[config.mk]
export PLATFORM = sky130hd
export DESIGN_NAME = alu_param_core_flat
export DESIGN_NICKNAME = d
export VERILOG_FILES = /design/src/rtl/alu_param_core_if.sv /design/src/rtl/alu_param_core.sv /design/src/flat_wrapper.sv
export SDC_FILE = /design/constraint.sdc
export NUM_CORES = 1
export LEC_CHECK = 0
export CORE_MARGIN = 2
export CORE_UTILIZATION = 55
export CTS_BUF_LIST = sky130_fd_sc_hd__clkbuf_4 sky130_fd_sc_hd__clkbuf_8 sky130_fd_sc_hd__clkbuf_16
export CTS_CLUSTER_DIAMETER = 150
export CTS_CLUSTER_SIZE = 40
export DETAILED_ROUTE_END_ITERATION = 6
export PLACE_DENSITY = 0.84
export SETUP_SLACK_MARGIN = 0.02
export SLEW_MARGIN = 10
export SYNTH_ARGS = -nofsm -noshare
export SYNTH_HDL_FRONTEND = slang
export SYNTH_SLANG_ARGS = --single-unit
export TNS_END_PERCENT = 5
[constraint.sdc]
create_clock -name CLK -period 7.9 [get_ports CLK]
set_clock_uncertainty 0.15 [all_clocks]
set_input_delay 1.185 -clock CLK [delete_from_list [all_inputs] [get_ports CLK]]
set_output_delay 1.185 -clock CLK [all_outputs]
set_load 0.02 [all_outputs]
[src/rtl/alu_param_core_if.sv]
// -----------------------------------------------------------------------------
// alu_param_core_if
// Request/result bundle between an ALU requester and alu_param_core.
//
// Handshake: a request is taken on a rising CLK edge where ACT=1 and
// ALU_RDY=1. All request fields (OP, MOVI, REG_A, REG_B, MEM, IMM) are
// sampled on that same edge. ACT while ALU_RDY=0 is dropped, not queued.
// EX_ALU_VLD is a one-cycle pulse meaning EX_ALU holds a new result. There
// is no result back-pressure.
//
// Signals:
//   ACT         request strobe (master -> core)
//   OP          4-bit opcode
//   MOVI        operand B select: 0=REG_B, 1=MEM, 2=IMM, 3=REG_B
//   REG_A       operand A
//   REG_B/MEM/IMM  operand B candidates
//   ALU_RDY     core can accept ACT this cycle (core -> master)
//   EX_ALU      result, held until the next result
//   EX_ALU_VLD  one-cycle pulse, EX_ALU is new
//   EX_FLAGS    {carry, zero, negative}; present only with ALU_FLAGS_EN
//
// Build option: define ALU_FLAGS_EN to add EX_FLAGS.
// -----------------------------------------------------------------------------
interface alu_param_core_if #(
    parameter int DATA_WIDTH = 8
);
    logic                  ACT;
    logic [3:0]            OP;
    logic [1:0]            MOVI;
    logic [DATA_WIDTH-1:0] REG_A;
    logic [DATA_WIDTH-1:0] REG_B;
    logic [DATA_WIDTH-1:0] MEM;
    logic [DATA_WIDTH-1:0] IMM;
    logic                  ALU_RDY;
    logic [DATA_WIDTH-1:0] EX_ALU;
    logic                  EX_ALU_VLD;
`ifdef ALU_FLAGS_EN
    logic [2:0]            EX_FLAGS;
`endif

    modport master (
`ifdef ALU_FLAGS_EN
        input  EX_FLAGS,
`endif
        output ACT, OP, MOVI, REG_A, REG_B, MEM, IMM,
        input  ALU_RDY, EX_ALU, EX_ALU_VLD
    );

    modport slave (
`ifdef ALU_FLAGS_EN
        output EX_FLAGS,
`endif
        input  ACT, OP, MOVI, REG_A, REG_B, MEM, IMM,
        output ALU_RDY, EX_ALU, EX_ALU_VLD
    );
endinterface

[src/rtl/alu_param_core.sv]
// -----------------------------------------------------------------------------
// alu_param_core
// Parametrised 16-opcode ALU. Single-cycle ops give a result one cycle after
// the accept edge and keep the core ready, so back-to-back requests give one
// result per cycle. MULT is multicycle: the core goes busy for MUL_CYCLES
// cycles and then returns the low DATA_WIDTH bits of the product.
//
// Parameters:
//   DATA_WIDTH  operand/result width (>=2)
//   MUL_CYCLES  MULT latency in cycles (>=2)
//
// Ports:
//   CLK         clock, all state on the rising edge
//   RST         synchronous reset, active-high
//   bus         alu_param_core_if.slave (request fields, ALU_RDY, results)
//   fsm_state   debug view of the FSM state (0=IDLE, 1=MUL_BUSY)
//
// Build option: define ALU_FLAGS_EN to add EX_FLAGS {carry, zero, negative},
// which update together with EX_ALU.
// -----------------------------------------------------------------------------
module alu_param_core #(
    parameter int DATA_WIDTH = 8,
    parameter int MUL_CYCLES = 4
) (
    input  logic             CLK,
    input  logic             RST,
    alu_param_core_if.slave  bus,
    output logic             fsm_state
);
    localparam int CNT_W = $clog2(MUL_CYCLES);

    localparam logic [3:0] OP_ADD  = 4'd0;
    localparam logic [3:0] OP_SUB  = 4'd1;
    localparam logic [3:0] OP_MULT = 4'd2;
    localparam logic [3:0] OP_SHL  = 4'd3;
    localparam logic [3:0] OP_SHR  = 4'd4;
    localparam logic [3:0] OP_ROL  = 4'd5;
    localparam logic [3:0] OP_ROR  = 4'd6;
    localparam logic [3:0] OP_NOT  = 4'd7;
    localparam logic [3:0] OP_AND  = 4'd8;
    localparam logic [3:0] OP_OR   = 4'd9;
    localparam logic [3:0] OP_XOR  = 4'd10;
    localparam logic [3:0] OP_NAND = 4'd11;
    localparam logic [3:0] OP_NOR  = 4'd12;
    localparam logic [3:0] OP_XNOR = 4'd13;
    localparam logic [3:0] OP_INC  = 4'd14;
    localparam logic [3:0] OP_DEC  = 4'd15;

    typedef enum logic {IDLE = 1'b0, MUL_BUSY = 1'b1} state_t;

    state_t                  state_q, state_d;
    logic [CNT_W-1:0]        cnt_q, cnt_d;
    logic                    live_q;     // low during reset, so ALU_RDY stays low
    logic [DATA_WIDTH-1:0]   res_q, res_d;
    logic                    vld_q, vld_d;
    logic [DATA_WIDTH-1:0]   mul_a_q, mul_a_d;
    logic [DATA_WIDTH-1:0]   mul_b_q, mul_b_d;
    logic                    carry_d;

    logic                    ready;
    logic                    accept;
    logic [DATA_WIDTH-1:0]   opb;
    logic [DATA_WIDTH:0]     op_ext;     // {carry, result} of single-cycle ops
    logic [2*DATA_WIDTH-1:0] prod;

    assign ready  = (state_q == IDLE) && live_q;
    assign accept = bus.ACT && ready;

    always_comb begin
        case (bus.MOVI)
            2'd1:    opb = bus.MEM;
            2'd2:    opb = bus.IMM;
            default: opb = bus.REG_B;
        endcase
    end

    // Operands are zero-extended by one bit so the top bit of the sum or
    // difference is the carry-out or borrow.
    always_comb begin
        logic [DATA_WIDTH:0] ea;
        logic [DATA_WIDTH:0] eb;
        logic [DATA_WIDTH-1:0] a;
        a      = bus.REG_A;
        ea     = {1'b0, bus.REG_A};
        eb     = {1'b0, opb};
        op_ext = '0;
        case (bus.OP)
            OP_ADD:  op_ext = ea + eb;
            OP_SUB:  op_ext = ea - eb;
            OP_SHL:  op_ext = {a[DATA_WIDTH-1], a[DATA_WIDTH-2:0], 1'b0};
            OP_SHR:  op_ext = {a[0], 1'b0, a[DATA_WIDTH-1:1]};
            OP_ROL:  op_ext = {a[DATA_WIDTH-1], a[DATA_WIDTH-2:0], a[DATA_WIDTH-1]};
            OP_ROR:  op_ext = {a[0], a[0], a[DATA_WIDTH-1:1]};
            OP_NOT:  op_ext = {1'b0, ~a};
            OP_AND:  op_ext = {1'b0, a & opb};
            OP_OR:   op_ext = {1'b0, a | opb};
            OP_XOR:  op_ext = {1'b0, a ^ opb};
            OP_NAND: op_ext = {1'b0, ~(a & opb)};
            OP_NOR:  op_ext = {1'b0, ~(a | opb)};
            OP_XNOR: op_ext = {1'b0, ~(a ^ opb)};
            OP_INC:  op_ext = ea + (DATA_WIDTH+1)'(1);
            OP_DEC:  op_ext = ea - (DATA_WIDTH+1)'(1);
            default: op_ext = '0;   // MULT goes through the multicycle path
        endcase
    end

    assign prod = {{DATA_WIDTH{1'b0}}, mul_a_q} * {{DATA_WIDTH{1'b0}}, mul_b_q};

    always_comb begin
        state_d = state_q;
        cnt_d   = cnt_q;
        res_d   = res_q;
        vld_d   = 1'b0;
        mul_a_d = mul_a_q;
        mul_b_d = mul_b_q;
        carry_d = 1'b0;
        case (state_q)
            IDLE: begin
                if (accept) begin
                    if (bus.OP == OP_MULT) begin
                        state_d = MUL_BUSY;
                        cnt_d   = CNT_W'(MUL_CYCLES - 1);
                        mul_a_d = bus.REG_A;
                        mul_b_d = opb;
                    end else begin
                        res_d   = op_ext[DATA_WIDTH-1:0];
                        carry_d = op_ext[DATA_WIDTH];
                        vld_d   = 1'b1;
                    end
                end
            end
            MUL_BUSY: begin
                if (cnt_q != '0) begin
                    cnt_d = cnt_q - CNT_W'(1);
                end else begin
                    state_d = IDLE;
                    res_d   = prod[DATA_WIDTH-1:0];
                    carry_d = |prod[2*DATA_WIDTH-1:DATA_WIDTH];
                    vld_d   = 1'b1;
                end
            end
            default: state_d = IDLE;
        endcase
    end

    always_ff @(posedge CLK) begin
        if (RST) begin
            state_q <= IDLE;
            cnt_q   <= '0;
            live_q  <= 1'b0;
            res_q   <= '0;
            vld_q   <= 1'b0;
            mul_a_q <= '0;
            mul_b_q <= '0;
        end else begin
            state_q <= state_d;
            cnt_q   <= cnt_d;
            live_q  <= 1'b1;
            res_q   <= res_d;
            vld_q   <= vld_d;
            mul_a_q <= mul_a_d;
            mul_b_q <= mul_b_d;
        end
    end

`ifdef ALU_FLAGS_EN
    logic [2:0] flags_q;

    always_ff @(posedge CLK) begin
        if (RST) begin
            flags_q <= 3'b000;
        end else if (vld_d) begin
            flags_q <= {carry_d, (res_d == '0), res_d[DATA_WIDTH-1]};
        end
    end

    assign bus.EX_FLAGS = flags_q;
`else
    logic unused_carry;
    assign unused_carry = carry_d;
`endif

    assign bus.ALU_RDY    = ready;
    assign bus.EX_ALU     = res_q;
    assign bus.EX_ALU_VLD = vld_q;
    assign fsm_state      = state_q;
endmodule
[src/flat_wrapper.sv]
// flat-port wrapper written by rule: the top's interface ports become plain ports
module alu_param_core_flat 
#(
    parameter int DATA_WIDTH = 8,
    parameter int MUL_CYCLES = 4
)
  (CLK, RST, fsm_state, bus_ACT, bus_OP, bus_MOVI, bus_REG_A, bus_REG_B, bus_MEM, bus_IMM, bus_ALU_RDY, bus_EX_ALU, bus_EX_ALU_VLD);
  alu_param_core_if #(.DATA_WIDTH(DATA_WIDTH)) bus_i ();
  input  logic CLK;
  input  logic RST;
  output logic fsm_state;
  input wire logic [$bits(bus_i.ACT)-1:0] bus_ACT;
  input wire logic [$bits(bus_i.OP)-1:0] bus_OP;
  input wire logic [$bits(bus_i.MOVI)-1:0] bus_MOVI;
  input wire logic [$bits(bus_i.REG_A)-1:0] bus_REG_A;
  input wire logic [$bits(bus_i.REG_B)-1:0] bus_REG_B;
  input wire logic [$bits(bus_i.MEM)-1:0] bus_MEM;
  input wire logic [$bits(bus_i.IMM)-1:0] bus_IMM;
  output wire logic [$bits(bus_i.ALU_RDY)-1:0] bus_ALU_RDY;
  output wire logic [$bits(bus_i.EX_ALU)-1:0] bus_EX_ALU;
  output wire logic [$bits(bus_i.EX_ALU_VLD)-1:0] bus_EX_ALU_VLD;
  assign bus_i.ACT = bus_ACT;
  assign bus_i.OP = bus_OP;
  assign bus_i.MOVI = bus_MOVI;
  assign bus_i.REG_A = bus_REG_A;
  assign bus_i.REG_B = bus_REG_B;
  assign bus_i.MEM = bus_MEM;
  assign bus_i.IMM = bus_IMM;
  assign bus_ALU_RDY = bus_i.ALU_RDY;
  assign bus_EX_ALU = bus_i.EX_ALU;
  assign bus_EX_ALU_VLD = bus_i.EX_ALU_VLD;
  alu_param_core #(.DATA_WIDTH(DATA_WIDTH), .MUL_CYCLES(MUL_CYCLES)) u_core (.CLK(CLK), .RST(RST), .bus(bus_i), .fsm_state(fsm_state));
endmodule
==> flow_summary.toml, run 1 <==
[clock_network]
clock-sinks = 29
clk_latency_ns = 0.28
holdBufCountCts = 0
cts.repair.resized = 0
max-clock-path-buffers = 2
cts_tree = "built"
cts_buffers = 5
cts_setup_buffers = 0
clk_pin_slew_ns = 0.06
cts.htree.levels = 2
root_buffer = "clkbuf_8"

[pwr]
peakVddDrop_mv = 0.0790
total_power_mw = 0.503
power_density_mw_per_mm2 = 116
cellLeakagePower_nw = 1.89

[die]
die_width_um = 86.2
pin_count = 52
core_region_area_mm2 = 0.00646
die_height_um = 86.2
rows = 29
initial_core_util_pct = 57.5
die_area_mm2 = 0.00743

[timing]
period_share_pct = 71.0
slew_headroom_pct = 35.5
final_max_slew_viol_count = 0
tightest_slew_ns = 0.964
setup_viol = 0
fin_crit_ns = 5.61
finalHoldWorstSlack_ns = 0.310
rsz0062_at_grt = "false"
finalSetupTns_ns = 0
final_hold_viol_count = 0
fmax_mhz = 178

[detailed_routing]
vias = 3913
final_antenna_net_count = 0
drt-wirelength-per-cell_um = 16.7
drc = 0
routed_wl_um = 10400
dr.first_iter.drc_count = 399
first_pass_iters = 7
viasPerCell = 6.28

[yosys]
yosysSeqAreaShare_pct = 15.6
yosysUniqueCellTypes = 54
synthTopCellsByCount = "nand2_1, ha_1, inv_1"
ys_top_cells_by_area = "dfxtp_1, ha_1, nand2_1, fa_1, a21oi_1"
syn_area_mm2 = 0.00372
syn_inst = 510
synth_area_leader_cell = "dfxtp_1"
post-synth-top-count-cell = "nand2_1"
yosys_warnings = 0
synth_edf_count = 0
synth_ff_type = "dfxtp_1"
ys_seq_elements = 29
avgSynthCellArea_um2 = 7.29
synth_top_area_share_pct = 15.6
synth_nets = 607
synth-async-reset-ratio_pct = 0

[final_layout]
syn_to_final_growth_pct = 16.2
fin_cells = 623
drive_above_1_share_pct = 5.13
antenna_cells = 0
final_net_count = 642

[worst_setup_path]
worstPathMaxFanout = 27
start_kind = "input pin"
crit_slowest_cell = "clkdlybuf4s50_1"
worstSetupPathType = "input pin to flip-flop"
cp.arrival_ns = 5.68
max_stage_delay_ns = 0.86
end_kind = "flip-flop"
path_cells = "clkdlybuf4s50_1, nor3_1, nor2b_1, nor2_1, o21ai_0, a221o_1, ha_1, a21boi_1, o21ai_1, nand2b_1, a31oi_1, xnor3_1, or4_1, a21oi_1"
cp.required_ns = 7.96

[global_route]
track_usage_pct = 28.9
grt_pass1_vias = 3682
grt_pass1_wl_um = 17300
grt_max_degree = 40
grt_antenna_before_repair = 0
globalRoute.totalOverflow = 0

[hold_path]
hold_path_class = "flip-flop to flip-flop"

[status]
status = "finished, final reports clean"

[job]
max_cap_viol_count = 0

[placed_design]
dp.cells = 615
dp.final_hpwl_um = 8320
routabilityCongestion = 1.07
io_buffers = 51
==> worst max-delay path, delay by kind of cell <==
| kind | cells | cell delay, ns |
|---|---|---|
| AOI/OAI and AO/OA | 6 | 1.20 |
| xor gates and xnor gates | 1 | 0.36 |
| adders and majority gates | 1 | 0.32 |
| buffers and inverters | 1 | 0.86 |
| and+or+nand+nor | 5 | 1.75 |
==> final timing paths <==
| check | from | to | slack [ns] | cells after the start |
|---|---|---|---|---|
| setup / recovery | bus_OP[2] | u_core.bus.EX_ALU[7]$_SDFFE_PP0P_ | 2.29 | 14 |
| hold / removal | u_core.bus.EX_ALU[2]$_SDFFE_PP0P_ | u_core.bus.EX_ALU[2]$_SDFFE_PP0P_ | 0.31 | 2 |
| setup reg to reg | u_core.mul_a_q[0]$_SDFFE_PP0P_ | u_core.bus.EX_ALU[7]$_SDFFE_PP0P_ | 3.81 | 16 |
| hold reg to reg | u_core.bus.EX_ALU[2]$_SDFFE_PP0P_ | u_core.bus.EX_ALU[2]$_SDFFE_PP0P_ | 0.31 | 2 |
==> cell families after synthesis <==
logic type	count (synthesis)	synth area share, %
adder cells (fa/ha/maj)	56	21.5
AO/OA/AOI/OAI	144	26.3
buffers and inverters	77	8.22
multiplexers	2	0.539
flip-flops	29	15.6
XOR/XNOR	21	5.32
AND/OR/NAND/NOR	181	22.5
==> cell usage in the layout (no fill, tap or decap), types with 5 or more instances in the layout <==
cell / synthesis / layout
a21oi_1: 37 / 37
a22oi_1: 11 / 11
clkbuf_8: 0 / 5
inv_1: 43 / 43
nand2_1: 74 / 74
ha_1: 43 / 43
o21ai_0: 16 / 16
a31oi_1: 8 / 8
nand2b_1: 7 / 7
nor2_1: 37 / 37
inv_2: 8 / 8
nor2b_1: 8 / 8
clkdlybuf4s50_1: 0 / 51
fa_1: 13 / 13
and2_1: 24 / 24
o21ai_1: 12 / 12
dfxtp_1: 29 / 29
nor3_1: 14 / 14
a221oi_1: 10 / 10
o22ai_1: 9 / 9
xnor2_1: 16 / 16
nand3_1: 11 / 11
==> per-layer routing <==
layer  track usage [%]  part of all wire, %
met1              37.5                   41
met2              49.7                   46
met3              4.67                   10
met4              8.66                  2.9
met5                 0                    0
==> state kept, by name (all words and copies together) (netlist names) <==
| signal | cells |
|---|---|
| u_core.bus.EX_ALU_VLD | 1 |
| u_core.bus.EX_ALU | 8 |
| u_core.cnt_q | 2 |
| u_core.mul_b_q | 8 |
| u_core.fsm_state | 1 |
| u_core.mul_a_q | 8 |
| u_core.live_q | 1 |
==> final cells by class <==
class | instances | area [µm²]
Clock buffer | 6 | 76.3
Clock inverter | 2 | 10.0
Fill cell | 565 | 2140
Inverter | 51 | 191
Multi-Input combinational cell | 404 | 2830
Sequential cell | 29 | 581
Tap cell | 77 | 96.3
Timing Repair Buffer | 54 | 533
==> where the power goes <==
| part | internal, mW | switching [mW] | leakage, nW |
|---|---|---|---|
| Clock | 0.0643 | 0.0574 | 0.0484 |
| Combinational | 0.0981 | 0.130 | 1.60 |
| Sequential | 0.151 | 0.00284 | 0.236 |
| Total | 0.313 | 0.190 | 1.89 |
==> through the flow <==
stage	utilization, %	worst slack [ns]	cell area [µm²]
after floorplan	-	3.31	3720
after global placement	65.5	2.34	4230
after detailed placement	65.5	2.10	4230
after CTS	66.9	2.39	4320
after global routing	66.9	1.95	4320
final	66.9	2.29	4320
No activity file was read; power rests on OpenSTA's default activity.
==> run 2: changes to the inputs <==
- CORE_UTILIZATION: 55 -> 51
- PLACE_DENSITY: 0.84 -> 0.82
- clock period: 7.9 -> 5.03 ns (I/O delays scaled with it)
==> flow_summary.toml, run 2 (synthesis results as in run 1) <==
[worst_setup_path]
end_kind = "flip-flop"
cp.arrival_ns = 4.71
worstPathMaxFanout = 10
cp.required_ns = 5.09
timing.rr.end = "u_core.bus.EX_ALU[7]$_SDFFE_PP0P_"
max_stage_delay_ns = 0.48
start_kind = "input pin"
path_common_cell = "ha_1"
path_cells = "clkdlybuf4s50_1, inv_1, ha_1, buf_4, a21oi_4, ha_1, nand2b_1, o21ai_0, a221oi_1, ha_1, o21ai_1, a21boi_1, o21ai_1, nand2b_1, a31oi_1, xnor3_1, or4_1, a21oi_1"
cp_num_buf_inv = 3
rrSetupSlack_ns = 1.03
crit_slowest_cell = "clkdlybuf4s50_1"
critPathTopFamily = "compound AO/OA/AOI/OAI gates"
rr_worst_depth = 16
worstSetupPathType = "input pin to flip-flop"
r2r_start = "u_core.mul_a_q[0]$_SDFFE_PP0P_"

[status]
status = "finished, final reports clean"

[hold_path]
hold_start = "u_core.bus.EX_ALU[2]$_SDFFE_PP0P_"
hold_path_class = "flip-flop to flip-flop"
hold_path_depth = 2
hold_end = "u_core.bus.EX_ALU[2]$_SDFFE_PP0P_"

[clock_network]
clk_latency_ns = 0.28
cts_tree = "built"
max-clock-path-buffers = 2
cts_setup_buffers = 0
clk_pin_slew_ns = 0.06
cts_buffers = 5
cts.repair.resized = 0
holdBufCountCts = 0
cts.htree.levels = 2
root_buffer = "clkbuf_8"
clock-sinks = 29

[timing]
slew_headroom_pct = 38.5
rsz0062_at_grt = "false"
setup_viol = 0
period_share_pct = 92.4
fmax_mhz = 215
tightest_slew_ns = 0.919
fin_crit_ns = 4.65
finalSetupTns_ns = 0
final_max_slew_viol_count = 0
final_hold_viol_count = 0
finalHoldWorstSlack_ns = 0.304

[placed_design]
dp.final_hpwl_um = 8350
routabilityCongestion = 0.945
io_buffers = 51

[global_route]
grt_pass1_vias = 3573
grt_max_degree = 27
grt_pass1_wl_um = 16600
grt_antenna_before_repair = 0
globalRoute.totalOverflow = 0
track_usage_pct = 26.2

[final_layout]
syn_to_final_growth_pct = 20.1
final_net_count = 654
regArea_um2 = 581
multi_input_area_mm2 = 0.00283
layout_commonest_cell = "nand2_1"
antenna_cells = 0
n_fill_cell = 651
drive_above_1_share_pct = 7.17
final_cell_mix = "nand2_1, clkdlybuf4s50_1, inv_1, ha_1"

[pwr]
clkPwrFrac_pct = 28.5
switchingPower_mw = 0.299
seq_power_share_pct = 28.5
power_density_mw_per_mm2 = 190
peakVddDrop_mv = 0.103
p_sw_share_pct = 35.3
combPwrFrac_pct = 43.1
cellLeakagePower_nw = 1.95
internal_power_mw = 0.548

[detailed_routing]
final_antenna_net_count = 0
vias = 3905
routed_wl_um = 10300
first_pass_iters = 6
drc = 0
viasPerCell = 5.94
dr.first_iter.drc_count = 401
drt-wirelength-per-cell_um = 15.6

[die]
rows = 31
die_height_um = 89.4
die_width_um = 89.4
pin_count = 52
initial_core_util_pct = 52.1
core_region_area_mm2 = 0.00714
die_area_mm2 = 0.00799

[job]
max_cap_viol_count = 0
==> run 2: cell types whose count changed in the layout (fill, tap and decap cells not counted) <==
| cell | change |
|---|---|
| buf_4 | +12 |
| bufinv_16 | +1 |
| clkbuf_4 | -1 |
| clkinv_2 | -2 |
| clkinv_4 | +1 |
| clkinvlp_4 | +1 |
==> run 2: worst max path at each step <==
stage | cells after the start | startpoint | to | slack (ns)
floorplan | 19 | bus_MOVI[0] | u_core.bus.EX_ALU[7]$_SDFFE_PP0P_ | 0.87
global placement | 18 | bus_MOVI[0] | u_core.bus.EX_ALU[7]$_SDFFE_PP0P_ | 0.28
detailed placement | 18 | bus_MOVI[0] | u_core.bus.EX_ALU[7]$_SDFFE_PP0P_ | 0.16
CTS | 18 | bus_MOVI[0] | u_core.bus.EX_ALU[7]$_SDFFE_PP0P_ | 0.42
global route | 19 | bus_MOVI[0] | u_core.bus.EX_ALU[7]$_SDFFE_PP0P_ | 0.13
finish | 18 | bus_MOVI[0] | u_core.bus.EX_ALU[7]$_SDFFE_PP0P_ | 0.38
==> run 2: power groups by stage <==
stage,sequential [mW],clock (mW),combinational (mW)
2_1_floorplan,0.252,0,0.231
3_3_place_gp,0.246,0,0.345
3_5_place_dp,0.246,0,0.355
4_1_cts,0.241,0.245,0.358
5_1_grt,0.242,0.259,0.396
6_report,0.241,0.241,0.365
==> run 2: worst min-delay path, cell delays in order (launching register included) <==
cell and delay [ns]:
dfxtp_1 0.31, nand2_1 0.05, a21oi_1 0.05
==> run 2: metrics by stage <==
| step | util (%) | setup WS (ns) | area, µm² | total power, mW | cells |
|---|---|---|---|---|---|
| 3_3_place_gp | 60.9 | 0.275 | 4350 | 0.591 | 649 |
| 3_5_place_dp | 60.9 | 0.162 | 4350 | 0.601 | 649 |
| 2_1_floorplan | - | 0.871 | 3720 | 0.482 | 510 |
| 4_1_cts | 62.6 | 0.423 | 4460 | 0.844 | 657 |
| 6_report | 62.6 | 0.380 | 4460 | 0.847 | 657 |
| 5_1_grt | 62.6 | 0.130 | 4460 | 0.896 | 657 |
==> run 2: routing by layer <==
layer  part of all wire (%)  wire (µm)  vias to the layer above  track usage [%]
met5                      0          0                        -                0
met4                    2.9        293                        0             8.14
met3                    7.9        808                       31             4.80
met2                     48       4960                      181             45.4
met1                     41       4210                     1826             33.1
li1                       -          -                     1867                -
==> run 2: layout make-up <==
type / instances / area share, %
well taps: 99 / 2.77
clock inverters: 3 / 1.04
inverters: 51 / 4.29
multi-input cells: 404 / 63.4
clock buffers: 5 / 1.54
repair buffers: 66 / 14.0
flip-flops and latches: 29 / 13.0
==> run 3: changes to the inputs <==
- ABC_CLOCK_PERIOD_IN_PS: not set -> 5030
- SKIP_LAST_GASP: not set -> 1
==> results of run 3 <==
Final layout, timing and power as in run 2 (identical DEF).
